<file path="config.mk">
export PLATFORM = sky130hd
export DESIGN_NAME = risc16_dbus_ctrl_flat
export DESIGN_NICKNAME = d
export VERILOG_FILES = /design/src/rtl/risc16_dbus_ctrl_if.sv /design/src/rtl/risc16_dbus_ctrl.sv /design/src/flat_wrapper.sv
export SDC_FILE = /design/constraint.sdc
export NUM_CORES = 1
export LEC_CHECK = 0
export ABC_CLOCK_PERIOD_IN_PS = 2000
export CORE_MARGIN = 3
export CORE_UTILIZATION = 40
export CTS_BUF_LIST = sky130_fd_sc_hd__clkbuf_4
export CTS_CLUSTER_DIAMETER = 80
export DETAILED_ROUTE_END_ITERATION = 10
export PLACE_DENSITY = 0.8
export RECOVER_POWER = 25
export SYNTH_ARGS = -nofsm -noshare
export SYNTH_HDL_FRONTEND = slang
export SYNTH_SLANG_ARGS = --single-unit
</file>
<file path="constraint.sdc">
create_clock -name clk -period 2 [get_ports clk]
set_input_delay 0.2 -clock clk [delete_from_list [all_inputs] [get_ports clk]]
set_output_delay 0.2 -clock clk [all_outputs]
set_load 0.05 [all_outputs]
</file>
<file path="src/rtl/risc16_dbus_ctrl_if.sv">
// CPU-side data bus of the RISC16 data-bus controller.
// The CPU (master) drives address, write data, and strobes; the controller (slave) returns read data and dready.
interface risc16_dbus_ctrl_if;
  localparam int unsigned DW = 16;

  logic [DW-1:0] daddr;
  logic [DW-1:0] ddout;
  logic          doe;
  logic          dwe0;
  logic          dwe1;
  logic [DW-1:0] ddin;
  logic          dready;

  modport master (output daddr, ddout, doe, dwe0, dwe1, input ddin, dready);
  modport slave  (input daddr, ddout, doe, dwe0, dwe1, output ddin, dready);
endinterface

</file>
<file path="src/rtl/risc16_dbus_ctrl.sv">
// RISC16 data-bus controller: routes CPU accesses to sync RAM (2-cycle reads) or IO regs at 0x0200-0x020F.
// Optional 32-bit cycle timer at 0x0204/0x0206 is enabled by the RISC16_DBUS_TIMER_EN macro.
module risc16_dbus_ctrl (
  input  logic                     clk,
  input  logic                     rst_n,
  risc16_dbus_ctrl_if.slave        bus,
  output logic [14:0]              mem_addr,
  output logic [15:0]              mem_wdata,
  output logic [1:0]               mem_we,
  output logic                     mem_oe,
  input  logic [15:0]              mem_rdata,
  output logic [23:0]              led
);
  localparam int unsigned DW  = 16;
  localparam int unsigned AW  = 15;
  localparam int unsigned LW  = 24;

  typedef enum logic {IDLE, RD_WAIT} state_t;

  state_t          state_q, state_d;
  logic [AW-1:0]   addr_q, addr_d;
  logic [LW-1:0]   led_q, led_d;
  logic            wr, io;
  logic [DW-1:0]   io_rdata;
  logic [DW-1:0]   ddin_c;
  logic            dready_c;
  logic [AW-1:0]   mem_addr_c;
  logic [1:0]      mem_we_c;
  logic            mem_oe_c;

`ifdef RISC16_DBUS_TIMER_EN
  logic [31:0]     cnt_q;
  logic [DW-1:0]   hi_q;
  logic            cnt_clr, hi_ld;
`endif

  assign wr = bus.dwe0 | bus.dwe1;
  assign io = (bus.daddr[15:4] == 12'h020);

  // IO register read mux; odd byte addresses alias their word
  always_comb begin
    io_rdata = '0;
    case (bus.daddr[3:0])
      4'h0, 4'h1: io_rdata = led_q[15:0];
      4'h2, 4'h3: io_rdata = {8'h00, led_q[23:16]};
`ifdef RISC16_DBUS_TIMER_EN
      4'h4, 4'h5: io_rdata = cnt_q[15:0];
      4'h6, 4'h7: io_rdata = hi_q;
`endif
      default:    io_rdata = '0;
    endcase
  end

  // Next-state and bus-response decode; a write always wins over a read
  always_comb begin
    state_d    = state_q;
    addr_d     = addr_q;
    led_d      = led_q;
    ddin_c     = '0;
    dready_c   = 1'b0;
    mem_addr_c = bus.daddr[15:1];
    mem_we_c   = 2'b00;
    mem_oe_c   = 1'b0;
`ifdef RISC16_DBUS_TIMER_EN
    cnt_clr    = 1'b0;
    hi_ld      = 1'b0;
`endif
    if (wr) begin
      dready_c = 1'b1;
      state_d  = IDLE;
      if (!io) begin
        mem_we_c = {bus.dwe0, bus.dwe1};
      end else begin
        case (bus.daddr[3:0])
          4'h0, 4'h1: begin
            if (bus.dwe0) led_d[15:8] = bus.ddout[15:8];
            if (bus.dwe1) led_d[7:0]  = bus.ddout[7:0];
          end
          4'h2, 4'h3: begin
            if (bus.dwe1) led_d[23:16] = bus.ddout[7:0];
          end
`ifdef RISC16_DBUS_TIMER_EN
          4'h4, 4'h5: cnt_clr = 1'b1;
`endif
          default: ;
        endcase
      end
    end else begin
      case (state_q)
        IDLE: begin
          if (bus.doe) begin
            if (io) begin
              dready_c = 1'b1;
              ddin_c   = io_rdata;
`ifdef RISC16_DBUS_TIMER_EN
              hi_ld    = (bus.daddr[3:1] == 3'd2);
`endif
            end else begin
              mem_oe_c = 1'b1;
              addr_d   = bus.daddr[15:1];
              state_d  = RD_WAIT;
            end
          end
        end
        RD_WAIT: begin
          mem_addr_c = addr_q;
          state_d    = IDLE;
          if (bus.doe) begin
            dready_c = 1'b1;
            ddin_c   = mem_rdata;
          end
        end
        default: state_d = IDLE;
      endcase
    end
  end

  // Reset forces the bus response quiet immediately, not just at the next edge
  assign bus.ddin   = rst_n ? ddin_c   : '0;
  assign bus.dready = rst_n & dready_c;
  assign mem_we     = rst_n ? mem_we_c : 2'b00;
  assign mem_oe     = rst_n & mem_oe_c;
  assign mem_addr   = mem_addr_c;
  assign mem_wdata  = bus.ddout;
  assign led        = led_q;

  always_ff @(posedge clk or negedge rst_n) begin
    if (!rst_n) begin
      state_q <= IDLE;
      addr_q  <= '0;
      led_q   <= '0;
    end else begin
      state_q <= state_d;
      addr_q  <= addr_d;
      led_q   <= led_d;
    end
  end

`ifdef RISC16_DBUS_TIMER_EN
  // Free-running cycle counter; high half snapshotted when the low half is read
  always_ff @(posedge clk or negedge rst_n) begin
    if (!rst_n) begin
      cnt_q <= '0;
      hi_q  <= '0;
    end else begin
      cnt_q <= cnt_clr ? 32'd0 : cnt_q + 32'd1;
      if (hi_ld) hi_q <= cnt_q[31:16];
    end
  end
`endif

endmodule

</file>
<file path="src/flat_wrapper.sv">
// flat-port wrapper written by rule: the top's interface ports become plain ports
module risc16_dbus_ctrl_flat 
  (clk, rst_n, mem_addr, mem_wdata, mem_we, mem_oe, mem_rdata, led, bus_daddr, bus_ddout, bus_doe, bus_dwe0, bus_dwe1, bus_ddin, bus_dready);
  risc16_dbus_ctrl_if bus_i ();
  input  logic clk;
  input  logic rst_n;
  output logic [14:0] mem_addr;
  output logic [15:0] mem_wdata;
  output logic [1:0] mem_we;
  output logic mem_oe;
  input  logic [15:0] mem_rdata;
  output logic [23:0] led;
  input wire logic [$bits(bus_i.daddr)-1:0] bus_daddr;
  input wire logic [$bits(bus_i.ddout)-1:0] bus_ddout;
  input wire logic [$bits(bus_i.doe)-1:0] bus_doe;
  input wire logic [$bits(bus_i.dwe0)-1:0] bus_dwe0;
  input wire logic [$bits(bus_i.dwe1)-1:0] bus_dwe1;
  output wire logic [$bits(bus_i.ddin)-1:0] bus_ddin;
  output wire logic [$bits(bus_i.dready)-1:0] bus_dready;
  assign bus_i.daddr = bus_daddr;
  assign bus_i.ddout = bus_ddout;
  assign bus_i.doe = bus_doe;
  assign bus_i.dwe0 = bus_dwe0;
  assign bus_i.dwe1 = bus_dwe1;
  assign bus_ddin = bus_i.ddin;
  assign bus_dready = bus_i.dready;
  risc16_dbus_ctrl u_core (.clk(clk), .rst_n(rst_n), .bus(bus_i), .mem_addr(mem_addr), .mem_wdata(mem_wdata), .mem_we(mem_we), .mem_oe(mem_oe), .mem_rdata(mem_rdata), .led(led));
endmodule
</file>
**Word-level counts from Yosys, hierarchy flattened**

Index checks and enable logic that the tools add are counted.

- Reductions and logical operators: 7
- Mux-type cells: 23
- Eq/ne operators: 4
- Bitwise logic cells: 6

Operators with widths:

| cell | number |
|---|---|
| 2-to-1 mux 16 bit | 5 |
| one-hot mux 16 bit (2 select lines) | 2 |
| 2-to-1 mux 15 bit | 2 |
| AND reduction 4 bit | 4 |
| equality test 12 x 6 -> 1 bit (second input constant) | 1 |
| 2-to-1 mux 1 bit | 9 |
| equality test 4 x 2 -> 1 bit (second input constant) | 2 |
| 2-to-1 mux 2 bit | 3 |
| equality test 4 x 1 -> 1 bit (second input constant) | 1 |
| logical NOT 4 bit | 1 |
| one-hot mux 1 bit (2 select lines) | 2 |
| OR reduction 2 bit | 2 |
| NOT 1 bit | 3 |
| bitwise AND 1 bit | 2 |
| OR 1 bit | 1 |

- Output and inout port bits: 75
- Input port bits: 53
- Register bits after elaboration: 40
- Logic and storage cells: 45

**Longest topological paths before layout**

Gate-level depths: netlist of run 1.

- Depth in word-level cells: 8
- Depth in mapped cells: 7
- Gate-level depth less buffers: 4

**Worst setup path after synthesis of run 1**

OpenSTA, ideal clock, no wires.

- Kind: input-to-output
- Start point: in bus_daddr[6]
- End point: out bus_ddin[0]
- Required time: 1.800 ns
- Path slack: -0.293 ns
- Path buffers: 1
- Arrival time: 2.093 ns
- Stages on the path: 5
- Path through: nor4_4 -> and4_1 -> buf_6 -> nand2b_1 -> o21ai_0

- Longest elaborated chain between the ends: 6

Ends and longest elaborated chain:

| item | RTL line | RTL |
|---|---|---|
| start, declared | flat_wrapper.sv:13 | `input wire logic [$bits(bus_i.daddr)-1:0] bus_daddr;` |
| equality test 12 x 6 -> 1 bit | risc16_dbus_ctrl.sv:38 | `assign io = (bus.daddr[15:4] == 12'h020);` |
| 2-to-1 mux 16 bit | risc16_dbus_ctrl.sv:92 | `if (io) begin` |
| 2-to-1 mux 16 bit | risc16_dbus_ctrl.sv:91 | `if (bus.doe) begin` |
| one-hot mux 16 bit (2 select lines) | risc16_dbus_ctrl.sv:89 | `case (state_q)` |
| 2-to-1 mux 16 bit | risc16_dbus_ctrl.sv:68 | `if (wr) begin` |
| 2-to-1 mux 16 bit | risc16_dbus_ctrl.sv:119 | `assign bus.ddin = rst_n ? ddin_c : '0;` |
| end, declared | flat_wrapper.sv:18 | `output wire logic [$bits(bus_i.ddin)-1:0] bus_ddin;` |

Every way passes these cells.

**Worst setup path in the final report of run 1**

- Start point: reg u_core.state_q
- End point: out bus_ddin[11]

- Longest elaborated chain between the ends: 4

Ends and longest elaborated chain:

| item | RTL line | RTL |
|---|---|---|
| start, declared | risc16_dbus_ctrl.sv:20 | `state_t state_q, state_d;` |
| start signal, assigned | risc16_dbus_ctrl.sv:133 | `state_q <= state_d;` |
| NOT 1 bit | risc16_dbus_ctrl.sv:89 |  |
| one-hot mux 16 bit (2 select lines) (*) | risc16_dbus_ctrl.sv:89 |  |
| 2-to-1 mux 16 bit (*) | risc16_dbus_ctrl.sv:68 |  |
| 2-to-1 mux 16 bit (*) | risc16_dbus_ctrl.sv:119 |  |

Mark *: on every way between the ends. The rest lies on a longest branch, timed or not.

==> results of run 1 <==
## cell usage after synthesis (all sizes together)
cell type   n  share of area [%]
mux2       41                 24
dfrtp      40                 43
buf        23                7.0
a22o       19                7.2
nand2      10                1.6
o21ai       9                1.9
mux2i       8                3.4
a21oi       3               0.64
and3        3               0.81
clkbuf      3               0.48
nand3       3                1.2
and4        2               0.75
inv         2               0.32
nand3b      2                1.7
nor2        2               0.32
nor3        2               0.43
nor4        2                1.8
nor4b       2                1.7
and2        1               0.27
nand2b      1               0.27
nand4b      1               0.38
nor3b       1               0.81
o31ai       1               0.32
## worst max-delay path, cell delays in order (launching register included)
cell	delay (ps)
dfrtp_2	440
nand4b_1	250
nor3b_4	310
buf_6	160
a22o_1	170
buf_12	150
## cell usage in the layout, fill, tap and decap left out, types with 9 or more instances in the layout
cell and n:
buf_4 68, clkdlybuf4s50_1 62, dfrtp_1 39, mux2_4 24
buf_12 20, a22o_1 17, mux2_2 17, dlygate4sd2_1 12
nand2_1 9
## cells by family after synthesis
group	Yosys count	share of synthesized area [%]
multiplexers	49	27.1
AO/OA/AOI/OAI	32	10.1
AND/OR/NAND/NOR	32	12.0
flip-flops	40	42.9
buffers and inverters	28	7.84
## repair_timing
action / 4_1_cts / 5_1_grt
pin swaps: 5 / 7
buffers inserted: 5 / 3
hold buffers: 1 / 0
gates resized for setup: 22 / 21
hold endpoints to repair: 40 / 0
setup endpoints to repair: 17 / 19
## registers in the layout, indices dropped and copies added, names as in the netlist
signal          count
u_core.led         24
u_core.addr_q      15
u_core.state_q      1
## layer usage
layer | vias to the layer above | part of all wire [%] | GRT usage, % | wire length (microns)
met5 | - | 0 | 0 | 0
met4 | 0 | 0.92 | 5.48 | 62
met3 | 4 | 8.2 | 5.21 | 557
met2 | 89 | 51 | 34.2 | 3480
met1 | 996 | 39 | 24.8 | 2670
li1 | 952 | - | - | -
## worst paths after layout
kind | startpoint | endpoint | slack [ps]
min in group asynchronous | rst_n | u_core.led[5]$_DFFE_PN0P_ | 480
max reg2reg | u_core.state_q$_DFF_PN0_ | u_core.addr_q[12]$_DFFE_PN0P_ | 350
max | u_core.state_q$_DFF_PN0_ | bus_ddin[11] | -30
min | bus_daddr[9] | u_core.addr_q[8]$_DFFE_PN0P_ | 260
max in group asynchronous | rst_n | u_core.state_q$_DFF_PN0_ | 1220
min reg2reg | u_core.addr_q[6]$_DFFE_PN0P_ | u_core.addr_q[6]$_DFFE_PN0P_ | 510
## power by group
group | internal [W] | switching (W)
Combinational | 0.000246 | 0.000280
Sequential | 0.000865 | 0.0000293
Clock | 0.000163 | 0.000254
## area by class of cell
| class | count | area, sq um | share of cell area [%] |
|---|---|---|---|
| clock buffers | 7 | 52.6 | 1.29 |
| clock inverters | 1 | 3.75 | 0.0919 |
| inverters | 2 | 7.51 | 0.184 |
| multi-input cells | 113 | 1210 | 29.7 |
| flip-flops and latches | 40 | 1000 | 24.5 |
| well taps | 72 | 90.1 | 2.20 |
| repair buffers | 170 | 1720 | 42.0 |
## stage by stage
step | utilization, % | instance area (sq um) | worst slack [ps] | setup TNS [ps] | std cells
detailed placement | 69.7 | 3890 | -392 | -9420 | 388
CTS | 72.1 | 4020 | -32.8 | -130 | 402
global route | 73.3 | 4090 | -118 | -953 | 405
global placement | 69.7 | 3890 | -295 | -7440 | 388
floorplan | - | 2330 | -293 | -2330 | 181
finish | 73.3 | 4090 | -27.1 | -97.8 | 405
==> results.toml, run 1 <==
[route]
routed_wirelength_microns = 6770
wire_per_inst_microns = 16.7
drt_first_pass_iters = 4
vias = 2041
drtAntennaViolNets = 0
drc_errors = 0
drtIter0Drc = 78
via_per_inst = 5.04

[sta]
timing.final.crit_share_pct = 101
setup_violations = 7
fmax_mhz = 493
grt_setup_unrepaired = "yes"
setup_ws_ps = -27.1
finalMaxSlewViolations = 0
max_slew_margin_pct = 65.3
post-route-min-period_ps = 2030
holdWs_ps = 265
skew_ps = 6.68
tightest_slew_ps = 519
hold_viol_final = 0

[finish]
final_layout_size_suffix_gt1_share_pct = 49.5
synthToLayoutAreaGrowth_pct = 75.3
nFillCells = 399
nets = 385
diodes = 0

[clocking]
numCtsBuffers = 5
root_buffer = "clkbuf_4"
clock_latency_ps = 340
cts_tree = "built"
clock_path_buffers = 2
cts.sink_count = 40
htreeDepth = 2
clk_pin_slew_ps = 120

[global_route]
grtUsageTotal_pct = 20.0
overflow = 0
antenna_found_initial = 0
grt_max_degree = 27
grt_pass1_vias = 2009
grt_pass1_wl_microns = 10300

[logic_synthesis]
ys_seq_area_share_pct = 42.9
synth_cell_type_count = 29
synth_area_per_cell_sq_um = 12.9
yosys_warnings = 0
syn_inst = 181
syn-num-nets = 234
ys_ff_latch = 40
syn-cell-area_sq_um = 2330

[floorplanning]
die_height_microns = 82.3
io-pin-count = 128
initial_core_util_pct = 41.8
rows = 27
core-area_sq_um = 5570
dieArea_sq_um = 6780
die_w_microns = 82.3

[worst_hold_path]
hp-class = "in -> reg"
hold_depth = 3

[critical_path]
rr_worst_depth = 5
end_kind = "output pin"
critPathKind = "reg -> out"
cp.arrival_ps = 1830
path_max_fanout = 4
crit_required_ps = 1800
crit_path_start_kind = "register"

[power]
power_density_nw_per_um2 = 449
ir_worst_vdd_v = 0.000394
p_leak_nw = 1.99
finalPower_w = 0.00184

[placed_design]
dp_hpwl_microns = 5230
io_buffers = 126
gp_congestion = 0.778

[run]
maxCapViolCount = 0

[run_status]
outcome = "finished, violations left"
violations = "setup timing"
No activity file was read; power rests on OpenSTA's default activity.
==> run 2: changes to the inputs <==
--- a/config.mk
+++ b/config.mk
@@ -13,6 +13,7 @@
 export DETAILED_ROUTE_END_ITERATION = 10
 export PLACE_DENSITY = 0.8
 export RECOVER_POWER = 25
+export SKIP_CTS_REPAIR_TIMING = 1
 export SYNTH_ARGS = -nofsm -noshare
 export SYNTH_HDL_FRONTEND = slang
 export SYNTH_SLANG_ARGS = --single-unit
==> run 2 against run 1 <==
Compared with the run above:
- the flow still finishes with violations (setup timing)
- sequential share of layout area shrank 0.22 points
- total power is 0.45% higher
- die area unchanged
- sequential power about the same
- register-to-register slack gained 100 ps
- cell count decreased by 0.99%
- flip-flop and latch count unchanged
- wire length rose by 2.1%
- critical endpoint unchanged
- first-iteration DRC count increased by 26%
- global-route usage fell by 0.32 points
- critical path depth is the same
- design area rose by 0.92%
==> results.toml, run 2 (synthesized netlist as in run 1, its figures left out) <==
[run_status]
outcome = "finished, violations left"
violations = "setup timing"

[sta]
post-route-min-period_ps = 2070
hold_viol_final = 0
setup_ws_ps = -72.5
tightest_slew_ps = 526
timing.final.crit_share_pct = 104
setup_violations = 6
finalMaxSlewViolations = 0
holdWs_ps = 148
skew_ps = 8.10
fmax_mhz = 482
max_slew_margin_pct = 64.8
finalSetupTns_ps = -270
grt_setup_unrepaired = "yes"

[clocking]
cts.sink_count = 40
cts_tree = "built"
clk_pin_slew_ps = 120
clock_latency_ps = 340
clock_path_buffers = 2
numCtsBuffers = 5
root_buffer = "clkbuf_4"
htreeDepth = 2

[critical_path]
reg2reg_from = "u_core.state_q$_DFF_PN0_"
crit_path_start_kind = "register"
crit_path_start = "u_core.state_q$_DFF_PN0_"
rrSetupSlack_ps = 450
critPathKind = "reg -> out"
path_max_fanout = 5
cp.arrival_ps = 1870
r2r_end = "u_core.addr_q[7]$_DFFE_PN0P_"
rr_worst_depth = 4
end_kind = "output pin"
crit_required_ps = 1800
endpoint = "bus_ddin[11]"

[finish]
final_cell_mix = "buf_4 (67), clkdlybuf4s50_1 (62), dfrtp_1 (39), mux2_4 (24), buf_12 (20)"
nets = 381
post-route-util_pct = 74.0
final_layout_size_suffix_gt1_share_pct = 50.2
synthToLayoutAreaGrowth_pct = 76.9
layout_commonest_cell = "buf_4"
diodes = 0
largest_reg_flops = 24
nFillCells = 384

[placed_design]
gp_congestion = 0.778
dp_hpwl_microns = 5230
io_buffers = 126

[power]
internal_power_w = 0.00128
p_leak_nw = 2.08
ir_worst_vdd_v = 0.000389
p_clk_share_pct = 22.6
p_switching_w = 0.000566
power_frac_comb_pct = 28.9
power_density_nw_per_um2 = 447
seqPwrFrac_pct = 48.5
swShare_pct = 30.7

[global_route]
grt_max_degree = 27
grt_pass1_vias = 1975
grt_pass1_wl_microns = 10100
grtUsageTotal_pct = 19.7
antenna_found_initial = 0
overflow = 0

[worst_hold_path]
hp-class = "in -> reg"

[floorplanning]
die_height_microns = 82.3
core-area_sq_um = 5570
io-pin-count = 128
initial_core_util_pct = 41.8
die_w_microns = 82.3
dieArea_sq_um = 6780
rows = 27

[route]
drc_errors = 0
drtAntennaViolNets = 0
via_per_inst = 5.10
drtIter0Drc = 98
wire_per_inst_microns = 17.2
drt_first_pass_iters = 4
routed_wirelength_microns = 6910
vias = 2044

[run]
maxCapViolCount = 0
-- run 2: changes by cell type in the layout (fill, tap and decap cells not counted), moves of 3 or more --
cell / delta
a22o_4: +3
dlygate4sd2_1: -12
buf_6: -3
dlymetal6s2s_1: +12
a22o_1: -3
-- run 2: power groups by stage --
stage | Clock (W) | Combinational [W] | Sequential, W
3_5_place_dp | 0 | 0.000522 | 0.000909
2_1_floorplan | 0 | 0.000285 | 0.000902
5_1_grt | 0.000472 | 0.000561 | 0.000902
3_3_place_gp | 0 | 0.000514 | 0.000907
4_1_cts | 0.000428 | 0.000523 | 0.000893
6_report | 0.000417 | 0.000533 | 0.000895
-- run 2: final cells by class --
cell class	instances	area (sq um)	share of cell area, %
Multi-Input combinational cell	113	1240	30.2
Sequential cell	40	1000	24.3
Tap cell	72	90.1	2.18
Timing Repair Buffer	166	1720	41.8
Clock buffer	7	52.6	1.27
Inverter	2	7.51	0.182
Clock inverter	1	3.75	0.0910
-- run 2: per-layer routing --
| metal | up-vias | wire [microns] | track usage [%] |
|---|---|---|---|
| met2 | 97 | 3490 | 33.2 |
| met1 | 995 | 2710 | 24.8 |
| met4 | 0 | 102 | 5.48 |
| li1 | 944 | - | - |
| met3 | 8 | 608 | 5.21 |
| met5 | - | 0 | 0 |
-- run 2: per-stage QoR --
step           power (W)  cell area, sq um  setup WS (ps)  cells
6_report         0.00184              4120          -72.5    401
5_1_grt          0.00193              4120           -160    401
4_1_cts          0.00184              3940           -392    396
3_5_place_dp     0.00143              3890           -392    388
3_3_place_gp     0.00142              3890           -295    388
2_1_floorplan    0.00119              2330           -293    181
-- run 2: worst max-delay path: stages (launching register included) --
cell,delay [ps]
dfrtp_2,470
nand4b_1,260
nor3b_4,310
buf_6,160
a22o_1,170
buf_12,150
-- run 2: how the worst min path moves through the flow --
stage	slack [ps]	to	startpoint	cells past startpoint
after floorplan	-100	u_core.addr_q[0]$_DFFE_PN0P_	rst_n	0
after global placement	210	u_core.led[4]$_DFFE_PN0P_	rst_n	2
after detailed placement	210	u_core.addr_q[0]$_DFFE_PN0P_	rst_n	2
after CTS	-170	u_core.led[5]$_DFFE_PN0P_	rst_n	2
after global routing	130	u_core.addr_q[8]$_DFFE_PN0P_	bus_daddr[9]	3
final	150	u_core.addr_q[8]$_DFFE_PN0P_	bus_daddr[9]	3
